===== config.mk =====
export PLATFORM = sky130hd
export DESIGN_NAME = td4_input_debounce
export DESIGN_NICKNAME = d
export VERILOG_FILES = /design/src/rtl/td4_input_debounce.sv
export SDC_FILE = /design/constraint.sdc
export NUM_CORES = 1
export LEC_CHECK = 0
export ABC_AREA = 1
export CORE_MARGIN = 2
export CORE_UTILIZATION = 40
export CTS_BUF_LIST = sky130_fd_sc_hd__clkbuf_8
export CTS_CLUSTER_SIZE = 25
export DETAILED_ROUTE_END_ITERATION = 10
export PLACE_DENSITY = 0.57
export SYNTH_ARGS = -nofsm -noshare
export SYNTH_HDL_FRONTEND = slang
export SYNTH_SLANG_ARGS = --single-unit

===== constraint.sdc =====
create_clock -name clk -period 1.9 [get_ports clk]
set_input_delay 0.19 -clock clk [delete_from_list [all_inputs] [get_ports clk]]
set_output_delay 0.19 -clock clk [all_outputs]
set_load 0.02 [all_outputs]

===== src/rtl/td4_input_debounce.sv =====
// TD4 DIP-switch conditioner: 2-FF synchroniser, tick-sampled per-bit debounce
// and registered rise/fall/changed strobes feeding TD4core's indata port.
module td4_input_debounce #(
  parameter int WIDTH      = 4,
  parameter int TICK_DIV   = 1000,
  parameter int STABLE_CNT = 4
) (
  input  logic             clk,
  input  logic             rst_n,
  input  logic [WIDTH-1:0] sw_raw,
  output logic [WIDTH-1:0] indata,
  output logic [WIDTH-1:0] rise,
  output logic [WIDTH-1:0] fall,
  output logic             changed,
  output logic             tick
);

  localparam int PW = (TICK_DIV > 1) ? $clog2(TICK_DIV) : 1;
  localparam int CW = $clog2(STABLE_CNT) + 1;
  localparam logic [PW-1:0] PRE_LAST = PW'(TICK_DIV - 1);
  localparam logic [CW-1:0] CNT_LAST = CW'(STABLE_CNT - 1);

  logic [WIDTH-1:0] r_s1;
  logic [WIDTH-1:0] r_s2;
  logic [PW-1:0]    r_pre;
  logic             r_tick;
  logic [WIDTH-1:0] r_indata;
  logic [WIDTH-1:0] r_rise;
  logic [WIDTH-1:0] r_fall;
  logic             r_changed;
  logic [CW-1:0]    r_cnt [WIDTH];

  logic [PW-1:0]    w_pre_nxt;
  logic             w_tick_nxt;
  logic [WIDTH-1:0] w_indata_nxt;
  logic [WIDTH-1:0] w_rise_nxt;
  logic [WIDTH-1:0] w_fall_nxt;
  logic [CW-1:0]    w_cnt_nxt [WIDTH];

  // Only r_s2 is ever looked at downstream; r_s1 may go metastable.
  always_ff @(posedge clk or negedge rst_n) begin
    if (!rst_n) begin
      r_s1 <= '0;
      r_s2 <= '0;
    end else begin
      r_s1 <= sw_raw;
      r_s2 <= r_s1;
    end
  end

  // tick is registered so it is high exactly while r_pre sits at its last value.
  always_comb begin
    w_pre_nxt  = (r_pre == PRE_LAST) ? '0 : r_pre + PW'(1);
    w_tick_nxt = (w_pre_nxt == PRE_LAST);
  end

  always_ff @(posedge clk or negedge rst_n) begin
    if (!rst_n) begin
      r_pre  <= '0;
      r_tick <= 1'b0;
    end else begin
      r_pre  <= w_pre_nxt;
      r_tick <= w_tick_nxt;
    end
  end

  // A sample equal to the current level restarts that bit's run of differing samples.
  always_comb begin
    w_indata_nxt = r_indata;
    w_rise_nxt   = '0;
    w_fall_nxt   = '0;
    w_cnt_nxt    = r_cnt;
    if (r_tick) begin
      for (int i = 0; i < WIDTH; i++) begin
        if (r_s2[i] == r_indata[i]) begin
          w_cnt_nxt[i] = '0;
        end else if (r_cnt[i] == CNT_LAST) begin
          w_indata_nxt[i] = r_s2[i];
          w_cnt_nxt[i]    = '0;
          w_rise_nxt[i]   = r_s2[i];
          w_fall_nxt[i]   = ~r_s2[i];
        end else begin
          w_cnt_nxt[i] = r_cnt[i] + CW'(1);
        end
      end
    end
  end

  always_ff @(posedge clk or negedge rst_n) begin
    if (!rst_n) begin
      r_indata  <= '0;
      r_rise    <= '0;
      r_fall    <= '0;
      r_changed <= 1'b0;
      for (int i = 0; i < WIDTH; i++) r_cnt[i] <= '0;
    end else begin
      r_indata  <= w_indata_nxt;
      r_rise    <= w_rise_nxt;
      r_fall    <= w_fall_nxt;
      r_changed <= |(w_rise_nxt | w_fall_nxt);
      for (int i = 0; i < WIDTH; i++) r_cnt[i] <= w_cnt_nxt[i];
    end
  end

  assign indata  = r_indata;
  assign rise    = r_rise;
  assign fall    = r_fall;
  assign changed = r_changed;
  assign tick    = r_tick;

endmodule

==> impl_metrics.py, run 1 <==
metrics = {
    "final_layout": {
        "nNetsFinal": 238,
        "diodes": 0,
        "final_area_um2": 2215,
        "layout-drive-gt1-share_pct": 8.811,
        "utilization_pct": 50.17,
        "area.growth.synth_to_final_pct": 19.51,
    },
    "placed_design": {
        "place_area_um2": 2115,
        "dp_hpwl_mm": 2.482,
        "gp_congestion": 0.8082,
        "port_buffers": 19,
    },
    "timing": {
        "worst_pin_slew_ns": 0.5458,
        "fmax_mhz": 643.7,
        "rsz0062_at_grt": "no",
        "slew_headroom_pct": 63.61,
        "hold_viol_final": 0,
        "finClkSkew_ns": 0.004934,
        "fin_crit_ns": 1.554,
        "finalCritPeriodShare_pct": 81.77,
        "hold_slack_ns": 0.3340,
        "setup_violations": 0,
        "drv_slew": 0,
        "fin_tns_setup_ns": 0,
    },
    "hold_path": {
        "hold_start": "sw_raw[2]",
        "hold_class": "primary input to flop",
        "hold_end": "r_s1[2]$_DFF_PN0_",
        "whs_path_depth": 1,
    },
    "floorplanning": {
        "die_area_um2": 5193,
        "core_area_um2": 4414,
        "initial_utilization_pct": 41.98,
        "pin_count": 20,
        "rows": 24,
        "die_h_um": 72.06,
        "fp.dieW_um": 72.06,
    },
    "clocking": {
        "post_cts_buffers": 0,
        "clk_path_buf_depth": 2,
        "cts_tree": "yes",
        "root_buffer": "clkbuf_8",
        "numClockSinks": 44,
        "cts_max_level": 2,
        "cts-buffers-inserted": 5,
        "post_cts_resized": 0,
        "clk_latency_ns": 0.29,
        "clk_pin_slew_worst_paths_ns": 0.08,
    },
    "critical_path": {
        "worst_ep_required_time_ns": 2.11,
        "worstSetupEndpointType": "flop",
        "cp-start-kind": "flop",
        "cp_data_arrival_time_ns": 1.77,
        "path_class": "flop to flop",
        "r2r_setup_slack_ns": 0.35,
        "worst-r2r-cell-count": 10,
        "path_max_fanout": 6,
        "reg2reg_to": "tick$_DFF_PN0_",
        "r2r_start": "r_pre[0]$_DFF_PN0_",
    },
    "grt": {
        "grt_pass1_vias": 1469,
        "busiest_layer": "met2",
        "grt_util_met3_pct": 3.750,
        "grt_pass1_wl_mm": 6.285,
        "use_met2_pct": 30.17,
        "grt_max_degree": 45,
        "grt_overflow": 0,
        "antenna_found_initial": 0,
        "grt_use_met1_pct": 16.41,
        "grtUsageTotal_pct": 15.65,
    },
    "routing": {
        "vias": 1336,
        "firstDrtPassIters": 4,
        "wl_mm": 3.358,
        "drc": 0,
        "detail-route-antenna-nets": 0,
        "drt_iter0_markers": 57,
        "vias_per_cell": 4.789,
        "avgRoutedWirePerCell_um": 12.04,
    },
    "flow_run": {
        "maxCapViolations": 0,
    },
    "synthesis": {
        "yosysTopAreaCellShare_pct": 59.42,
        "synth.ff_latch_count": 44,
        "synth_enable_flop_cells": 0,
        "synth-main-ff-cell": "dfrtp_1",
        "syn_inst": 198,
        "synthArstFlopShare_pct": 100.0,
        "synth_largest_area_cell": "dfrtp_1",
        "syn_nets": 210,
        "postSynthAreaPerCell_um2": 9.359,
        "ys_top_cells_by_area": "dfrtp_1 (59%), nand2_1 (8.3%), nor2_1 (6.9%)",
        "syn_area_um2": 1853,
        "ys_warn_count": 0,
        "ys_types": 20,
        "synth-seq-area-share_pct": 59.42,
        "yosysMostFrequentCell": "dfrtp_1",
        "yosys-top-cells-count": "dfrtp_1 (44), nand2_1 (41), nor2_1 (34), inv_1 (26), nand3_1 (11)",
    },
    "outcome": {
        "outcome": "finished, final reports clean",
    },
    "pwr": {
        "power.total_w": 0.001566,
        "p_leak_nw": 1.153,
        "p_per_area_nw_per_um2": 707.3,
        "ir_worst_vdd_v": 0.0003158,
    },
}
==> metrics by stage <==
| stage | instances | setup slack, ns |
|---|---|---|
| floorplan | 198 | 0.5448 |
| global placement | 270 | 0.4727 |
| detailed placement | 270 | 0.3417 |
| CTS | 279 | 0.3325 |
| global route | 279 | 0.1586 |
| finish | 279 | 0.3464 |
==> logic make-up after synthesis <==
group / after synthesis / synth area share, %
AOI/OAI and AO/OA: 16 / 5.267
xor gates and xnor gates: 4 / 1.890
adders and majority gates: 6 / 4.051
buffers and inverters: 28 / 5.671
DFF: 44 / 59.42
and+or+nand+nor: 100 / 23.70
==> sequential cells by signal (all words and copies together) (netlist names) <==
| register | cells |
|---|---|
| indata | 4 |
| changed | 1 |
| r_pre | 10 |
| fall | 4 |
| r_cnt | 12 |
| r_s1 | 4 |
| r_s2 | 4 |
| tick | 1 |
| rise | 4 |
==> critical path, stage by stage, from the launching register on <==
cell	delay, ns
dfrtp_1	0.45
ha_1	0.28
nand2_2	0.11
inv_1	0.08
nor2_2	0.10
nand2_1	0.06
nor2_1	0.10
nand2_1	0.06
nor2_1	0.09
nand2_1	0.05
nor2_1	0.10
==> metal layers <==
metal / wire length (µm) / up-vias
met4: 49 / 0
met5: 0 / -
met3: 127 / 5
li1: - / 672
met1: 1394 / 635
met2: 1787 / 24
==> how the worst max path moves through the flow <==
stage / startpoint / endpoint / slack [ns] / cells past startpoint
floorplan: r_pre[0]$_DFF_PN0_ / tick$_DFF_PN0_ / 0.54 / 10
global placement: r_pre[0]$_DFF_PN0_ / tick$_DFF_PN0_ / 0.47 / 10
detailed placement: r_pre[0]$_DFF_PN0_ / tick$_DFF_PN0_ / 0.34 / 10
CTS: r_pre[0]$_DFF_PN0_ / tick$_DFF_PN0_ / 0.33 / 10
global route: r_pre[0]$_DFF_PN0_ / tick$_DFF_PN0_ / 0.16 / 10
finish: r_pre[0]$_DFF_PN0_ / tick$_DFF_PN0_ / 0.35 / 10
==> cells in the final DEF, fill, tap and decap left out <==
cell / count
dfrtp_1: 44
nand2_1: 41
nor2_1: 34
inv_1: 28
clkdlybuf4s50_1: 18
nand3_1: 11
o21ai_0: 7
ha_1: 6
clkbuf_8: 6
xnor2_1: 4
nor2_2: 4
o21a_1: 4
nand4_1: 3
nand2_2: 3
a21oi_1: 3
a22o_1: 2
buf_4: 2
nand3_2: 1
inv_2: 1
nor2_4: 1
nand2_4: 1
nand3b_1: 1
dlygate4sd3_1: 1
buf_2: 1
==> where the power goes <==
group,internal [W],switching (W)
combinational,0.0000145,0.0000243
clock,0.000286,0.000293
sequential,0.000944,0.00000503
total,0.00124,0.000322
==> cell type report <==
class | instances | area, µm²
Clock buffer | 6 | 82.58
Clock inverter | 2 | 7.507
Fill cell | 395 | 2200
Inverter | 27 | 101.3
Multi-Input combinational cell | 126 | 646.9
Sequential cell | 44 | 1101
Tap cell | 52 | 65.06
Timing Repair Buffer | 22 | 210.2
==> what timing repair did <==
| item | in CTS | in global routing |
|---|---|---|
| hold endpoints to repair | 44 | 0 |
| hold buffers | 1 | 0 |
| endpoints found under the setup margin | 0 | 0 |
Power figures use the tool's default switching activity.
==> run 2, diff against run 1 <==
Settings changed: PLACE_DENSITY 0.57 to 0.59.
Clock period 1.9 ns to 1.4 ns, I/O delays scaled along.
==> impl_metrics.py, run 2 (synthesis gave the netlist of run 1 again) <==
metrics = {
    "critical_path": {
        "slowest_stage": "dfrtp_1",
        "path_cells": "ha_4 -> nand2_4 -> inv_4 -> nor2_4 -> nand2_1 -> nor2_1 -> nand2_1 -> nor2_2 -> nand2_1 -> nor2_1",
        "path_class": "flop to flop",
        "cp_data_arrival_time_ns": 1.61,
        "worst-r2r-cell-count": 10,
        "path_max_fanout": 4,
        "slowest_delay_ns": 0.41,
        "cp-start-kind": "flop",
        "worstSetupEndpointType": "flop",
        "cpMostUsedCell": "nand2_1",
        "r2r_setup_slack_ns": 0.01,
        "reg2reg_to": "tick$_DFF_PN0_",
        "r2r_start": "r_pre[0]$_DFF_PN0_",
        "worst_ep_required_time_ns": 1.63,
    },
    "final_layout": {
        "top_register": "r_cnt",
        "regArea_um2": 1104,
        "top_regs": "r_cnt: 12 flops, r_pre: 10 flops",
        "diodes": 0,
        "layout-drive-gt1-share_pct": 13.42,
        "fill_cells": 423,
        "multi_input_area_um2": 676.9,
        "largest_reg_flops": 12,
        "final_area_um2": 2330,
        "nNetsFinal": 242,
        "area.growth.synth_to_final_pct": 25.73,
        "final_common_cell": "dfrtp_1",
        "mostFrequentLayoutCells": "dfrtp_1 (42), nand2_1 (41), nor2_1 (33), inv_1 (25), nand3_1 (11)",
    },
    "timing": {
        "drv_slew": 0,
        "hold_viol_final": 0,
        "slew_headroom_pct": 78.53,
        "hold_slack_ns": 0.2724,
        "fin_tns_setup_ns": 0,
        "rsz0062_at_grt": "yes",
        "worst_pin_slew_ns": 0.3217,
        "setup_ws_ns": 0.01320,
        "setup_violations": 0,
        "fmax_mhz": 721.1,
        "fin_crit_ns": 1.387,
        "finalCritPeriodShare_pct": 99.06,
        "finClkSkew_ns": 0.008990,
    },
    "routing": {
        "drc": 0,
        "vias_per_cell": 4.717,
        "drt_iter0_markers": 82,
        "detail-route-antenna-nets": 0,
        "wl_mm": 3.243,
        "vias": 1335,
        "firstDrtPassIters": 4,
        "avgRoutedWirePerCell_um": 11.46,
    },
    "grt": {
        "grt_overflow": 0,
        "grt_pass1_vias": 1305,
        "grt_max_degree": 45,
        "grtUsageTotal_pct": 14.64,
        "antenna_found_initial": 0,
        "grt_pass1_wl_mm": 5.823,
    },
    "pwr": {
        "p_per_area_nw_per_um2": 1014,
        "ir_worst_vdd_v": 0.0003923,
        "p_leak_nw": 1.315,
    },
    "floorplanning": {
        "die_area_um2": 5193,
        "core_area_um2": 4414,
        "die_h_um": 72.06,
        "initial_utilization_pct": 41.98,
        "rows": 24,
        "fp.dieW_um": 72.06,
        "pin_count": 20,
    },
    "hold_path": {
        "hold_class": "primary input to flop",
        "hold_end": "r_s1[1]$_DFF_PN0_",
        "whs_path_depth": 1,
        "hold_start": "sw_raw[1]",
    },
    "clocking": {
        "clk_path_buf_depth": 2,
        "cts_tree": "yes",
        "clk_pin_slew_worst_paths_ns": 0.09,
        "numClockSinks": 44,
        "cts-buffers-inserted": 5,
        "root_buffer": "clkbuf_8",
        "clk_latency_ns": 0.30,
        "cts_max_level": 2,
    },
    "placed_design": {
        "place_area_um2": 2150,
        "gp_congestion": 0.7883,
        "dp_hpwl_mm": 2.238,
        "dp_slack_ns": -0.02055,
        "port_buffers": 19,
    },
    "outcome": {
        "outcome": "finished, final reports clean",
    },
    "flow_run": {
        "maxCapViolations": 0,
    },
}
## run 2: cell count changes in the layout (fill, tap and decap cells not counted), moves of 2 or more
cell,change
clkdlybuf4s50_1,-10
inv_1,-3
nor2_4,+2
dlygate4sd2_1,+5
dfrtp_1,-2
buf_4,+3
dlymetal6s2s_1,+5
dfrtp_2,+2
## run 2: what timing repair did
action,4_1_cts,5_1_grt
resized for setup,6,14
setup buffers,0,1
endpoints found under the setup margin,6,6
pin swaps,0,9
hold endpoints to repair,44,0
hold buffers,1,0
## run 2: cell type report
class,instances,area share (%)
Clock inverter,2,1.665
Timing Repair Buffer,26,11.12
Tap cell,52,2.793
Multi-Input combinational cell,126,29.05
Inverter,27,4.458
Sequential cell,44,47.37
Clock buffer,6,3.545
## run 2: how the worst max path moves through the flow
stage / start / to / slack, ns / cells past startpoint
3_5_place_dp: r_pre[0]$_DFF_PN0_ / tick$_DFF_PN0_ / -0.02 / 10
6_report: r_pre[0]$_DFF_PN0_ / tick$_DFF_PN0_ / 0.01 / 10
2_1_floorplan: r_pre[0]$_DFF_PN0_ / tick$_DFF_PN0_ / 0.04 / 10
5_1_grt: r_pre[1]$_DFF_PN0_ / tick$_DFF_PN0_ / -0.08 / 10
3_3_place_gp: r_pre[0]$_DFF_PN0_ / tick$_DFF_PN0_ / 0.04 / 10
4_1_cts: r_pre[0]$_DFF_PN0_ / tick$_DFF_PN0_ / -0.03 / 10
## run 2: stage by stage
| stage | util, % | power (W) | cells |
|---|---|---|---|
| 3_5_place_dp | 48.70 | 0.001370 | 273 |
| 5_1_grt | 52.78 | 0.002458 | 283 |
| 4_1_cts | 51.59 | 0.002392 | 282 |
| 2_1_floorplan | - | 0.001323 | 198 |
| 3_3_place_gp | 48.70 | 0.001370 | 273 |
| 6_report | 52.78 | 0.002362 | 283 |
## run 2: worst max-delay path: cells and delay by family (launching register included)
family	cells	cell delay (ns)
flip-flops	1	0.41
adder cells (fa/ha/maj)	1	0.19
AND/OR/NAND/NOR	8	0.67
buffers and inverters	1	0.05
## run 2: power by group
part | internal, W | switching, W | leakage (nW) | total [W]
Sequential | 0.00128 | 0.00000702 | 0.579 | 0.00129
Combinational | 0.0000237 | 0.0000327 | 0.675 | 0.0000564
Clock | 0.000583 | 0.000434 | 0.0614 | 0.00102
Total | 0.00189 | 0.000474 | 1.32 | 0.00236
## run 2: layer usage
metal / part of all wire [%] / vias up / GRT usage [%]
li1: - / 676 / -
met2: 46 / 21 / 23.24
met4: 1.7 / 0 / 6.289
met1: 48 / 631 / 18.51
met3: 3.7 / 7 / 4.583
met5: 0 / - / 0
==> run 3, diff against run 2 <==
Settings changed: CORE_UTILIZATION 40 to 42, PLACE_DENSITY 0.59 to 0.62.
==> impl_metrics.py, run 3 (synthesis gave the netlist of run 1 again) <==
metrics = {
    "critical_path": {
        "reg2reg_to": "tick$_DFF_PN0_",
        "crit_end": "tick$_DFF_PN0_",
        "cp-startpoint": "r_pre[1]$_DFF_PN0_",
        "r2r_setup_slack_ns": -0.07,
        "r2r_start": "r_pre[1]$_DFF_PN0_",
        "cp-start-kind": "flop",
        "path_max_fanout": 4,
        "worst_ep_required_time_ns": 1.61,
        "worst-r2r-cell-count": 10,
        "cp_data_arrival_time_ns": 1.69,
        "worstSetupEndpointType": "flop",
        "path_class": "flop to flop",
    },
    "timing": {
        "finalCritPeriodShare_pct": 105.3,
        "drv_slew": 0,
        "setup_violations": 1,
        "fmax_mhz": 678.4,
        "hold_viol_final": 0,
        "rsz0062_at_grt": "yes",
        "fin_crit_ns": 1.474,
        "worst_pin_slew_ns": 0.3369,
        "hold_slack_ns": 0.2852,
        "setup_ws_ns": -0.07398,
        "finClkSkew_ns": 0.003761,
        "fin_tns_setup_ns": -0.07398,
        "slew_headroom_pct": 77.51,
    },
    "clocking": {
        "clk_latency_ns": 0.28,
        "cts_tree": "yes",
        "clk_path_buf_depth": 2,
        "numClockSinks": 44,
        "clk_pin_slew_worst_paths_ns": 0.08,
        "cts-buffers-inserted": 5,
        "cts_max_level": 2,
        "root_buffer": "clkbuf_8",
    },
    "placed_design": {
        "dp_slack_ns": -0.04095,
        "gp_congestion": 0.8568,
        "port_buffers": 19,
        "dp_hpwl_mm": 2.224,
        "place_area_um2": 2150,
    },
    "final_layout": {
        "mostFrequentLayoutCells": "dfrtp_1 (44), nand2_1 (41), nor2_1 (34), inv_1 (25)",
        "area.growth.synth_to_final_pct": 22.82,
        "top_regs": "r_cnt: 12 flops, r_pre: 10 flops",
        "top_register": "r_cnt",
        "final_area_um2": 2276,
        "final_common_cell": "dfrtp_1",
        "diodes": 0,
        "layout-drive-gt1-share_pct": 12.12,
        "nNetsFinal": 243,
        "largest_reg_flops": 12,
    },
    "grt": {
        "antenna_found_initial": 0,
        "grt_pass1_vias": 1289,
        "grt_max_degree": 45,
        "grt_pass1_wl_mm": 5.554,
        "grtUsageTotal_pct": 14.30,
        "grt_overflow": 0,
    },
    "floorplanning": {
        "die_h_um": 70.42,
        "rows": 24,
        "initial_utilization_pct": 43.15,
        "core_area_um2": 4294,
        "fp.dieW_um": 70.42,
        "die_area_um2": 4959,
        "pin_count": 20,
    },
    "pwr": {
        "power.total_w": 0.002171,
        "ir_worst_vdd_v": 0.0003998,
        "p_leak_nw": 1.253,
        "p_per_area_nw_per_um2": 954.0,
    },
    "routing": {
        "firstDrtPassIters": 4,
        "avgRoutedWirePerCell_um": 10.97,
        "detail-route-antenna-nets": 0,
        "wl_mm": 3.104,
        "drt_iter0_markers": 56,
        "vias": 1346,
        "drc": 0,
        "vias_per_cell": 4.756,
    },
    "hold_path": {
        "hold_class": "primary input to flop",
    },
    "outcome": {
        "violations": "setup timing",
        "outcome": "finished with violations",
    },
    "flow_run": {
        "maxCapViolations": 0,
    },
}
## run 3: changes by cell type in the layout (fill, tap and decap cells not counted), moves of 2 or more
cell             before  now
clkdlybuf4s50_1       8   11
dfrtp_1              42   44
dfrtp_2               2    0
dlymetal6s2s_1        5    3
nor2_4                3    1
## run 3: what timing repair did
action | CTS | global route
pin swaps | 0 | 5
resized for setup | 5 | 4
endpoints found under the hold margin | 44 | 0
endpoints found under the setup margin | 5 | 4
setup buffers | 0 | 2
hold buffers | 1 | 0
## run 3: stage by stage
stage | utilization [%] | instances
floorplan | - | 198
global placement | 50.06 | 273
detailed placement | 50.06 | 273
CTS | 52.48 | 281
global route | 53.00 | 283
finish | 53.00 | 283
## run 3: layout make-up
type                            instances  area (µm²)
Sequential cell                        44        1101
Timing Repair Buffer                   27       262.8
Tap cell                               52       65.06
Multi-Input combinational cell        126       649.4
Clock buffer                            7       96.34
Fill cell                             410        2018
Inverter                               27       101.3
## run 3: how the worst min path moves through the flow
stage / from / end / depth (start not counted) / slack [ns]
2_1_floorplan: rst_n / changed$_DFF_PN0_ / 0 / -0.16
3_3_place_gp: rst_n / fall[1]$_DFF_PN0_ / 2 / 0.13
3_5_place_dp: rst_n / r_s1[1]$_DFF_PN0_ / 2 / 0.14
4_1_cts: sw_raw[2] / r_s1[2]$_DFF_PN0_ / 1 / 0.27
5_1_grt: sw_raw[2] / r_s1[2]$_DFF_PN0_ / 1 / 0.28
6_report: sw_raw[2] / r_s1[2]$_DFF_PN0_ / 1 / 0.29
## run 3: critical path, cell delays in order (launching register included)
cell and delay, ns:
dfrtp_1 0.39, ha_2 0.21, nand2_2 0.10, inv_2 0.06, nor2_2 0.14, nand2_1 0.07
nor2_1 0.09, nand2_1 0.06, nor2_1 0.09, nand2_1 0.06, nor2_1 0.12
## run 3: routing by layer
metal / vias to the layer above / GRT usage (%) / wire (µm)
li1: 686 / - / -
met1: 634 / 18.49 / 1456
met2: 20 / 22.75 / 1476
met3: 6 / 3.896 / 116
met4: 0 / 5.769 / 54
met5: - / 0 / 0
## run 3: report_power, final
part | internal [W] | switching (W) | leakage [nW] | total, W
combinational | 0.0000237 | 0.0000327 | 0.621 | 0.0000564
clock | 0.000439 | 0.000387 | 0.0503 | 0.000827
sequential | 0.00128 | 0.00000681 | 0.582 | 0.00129
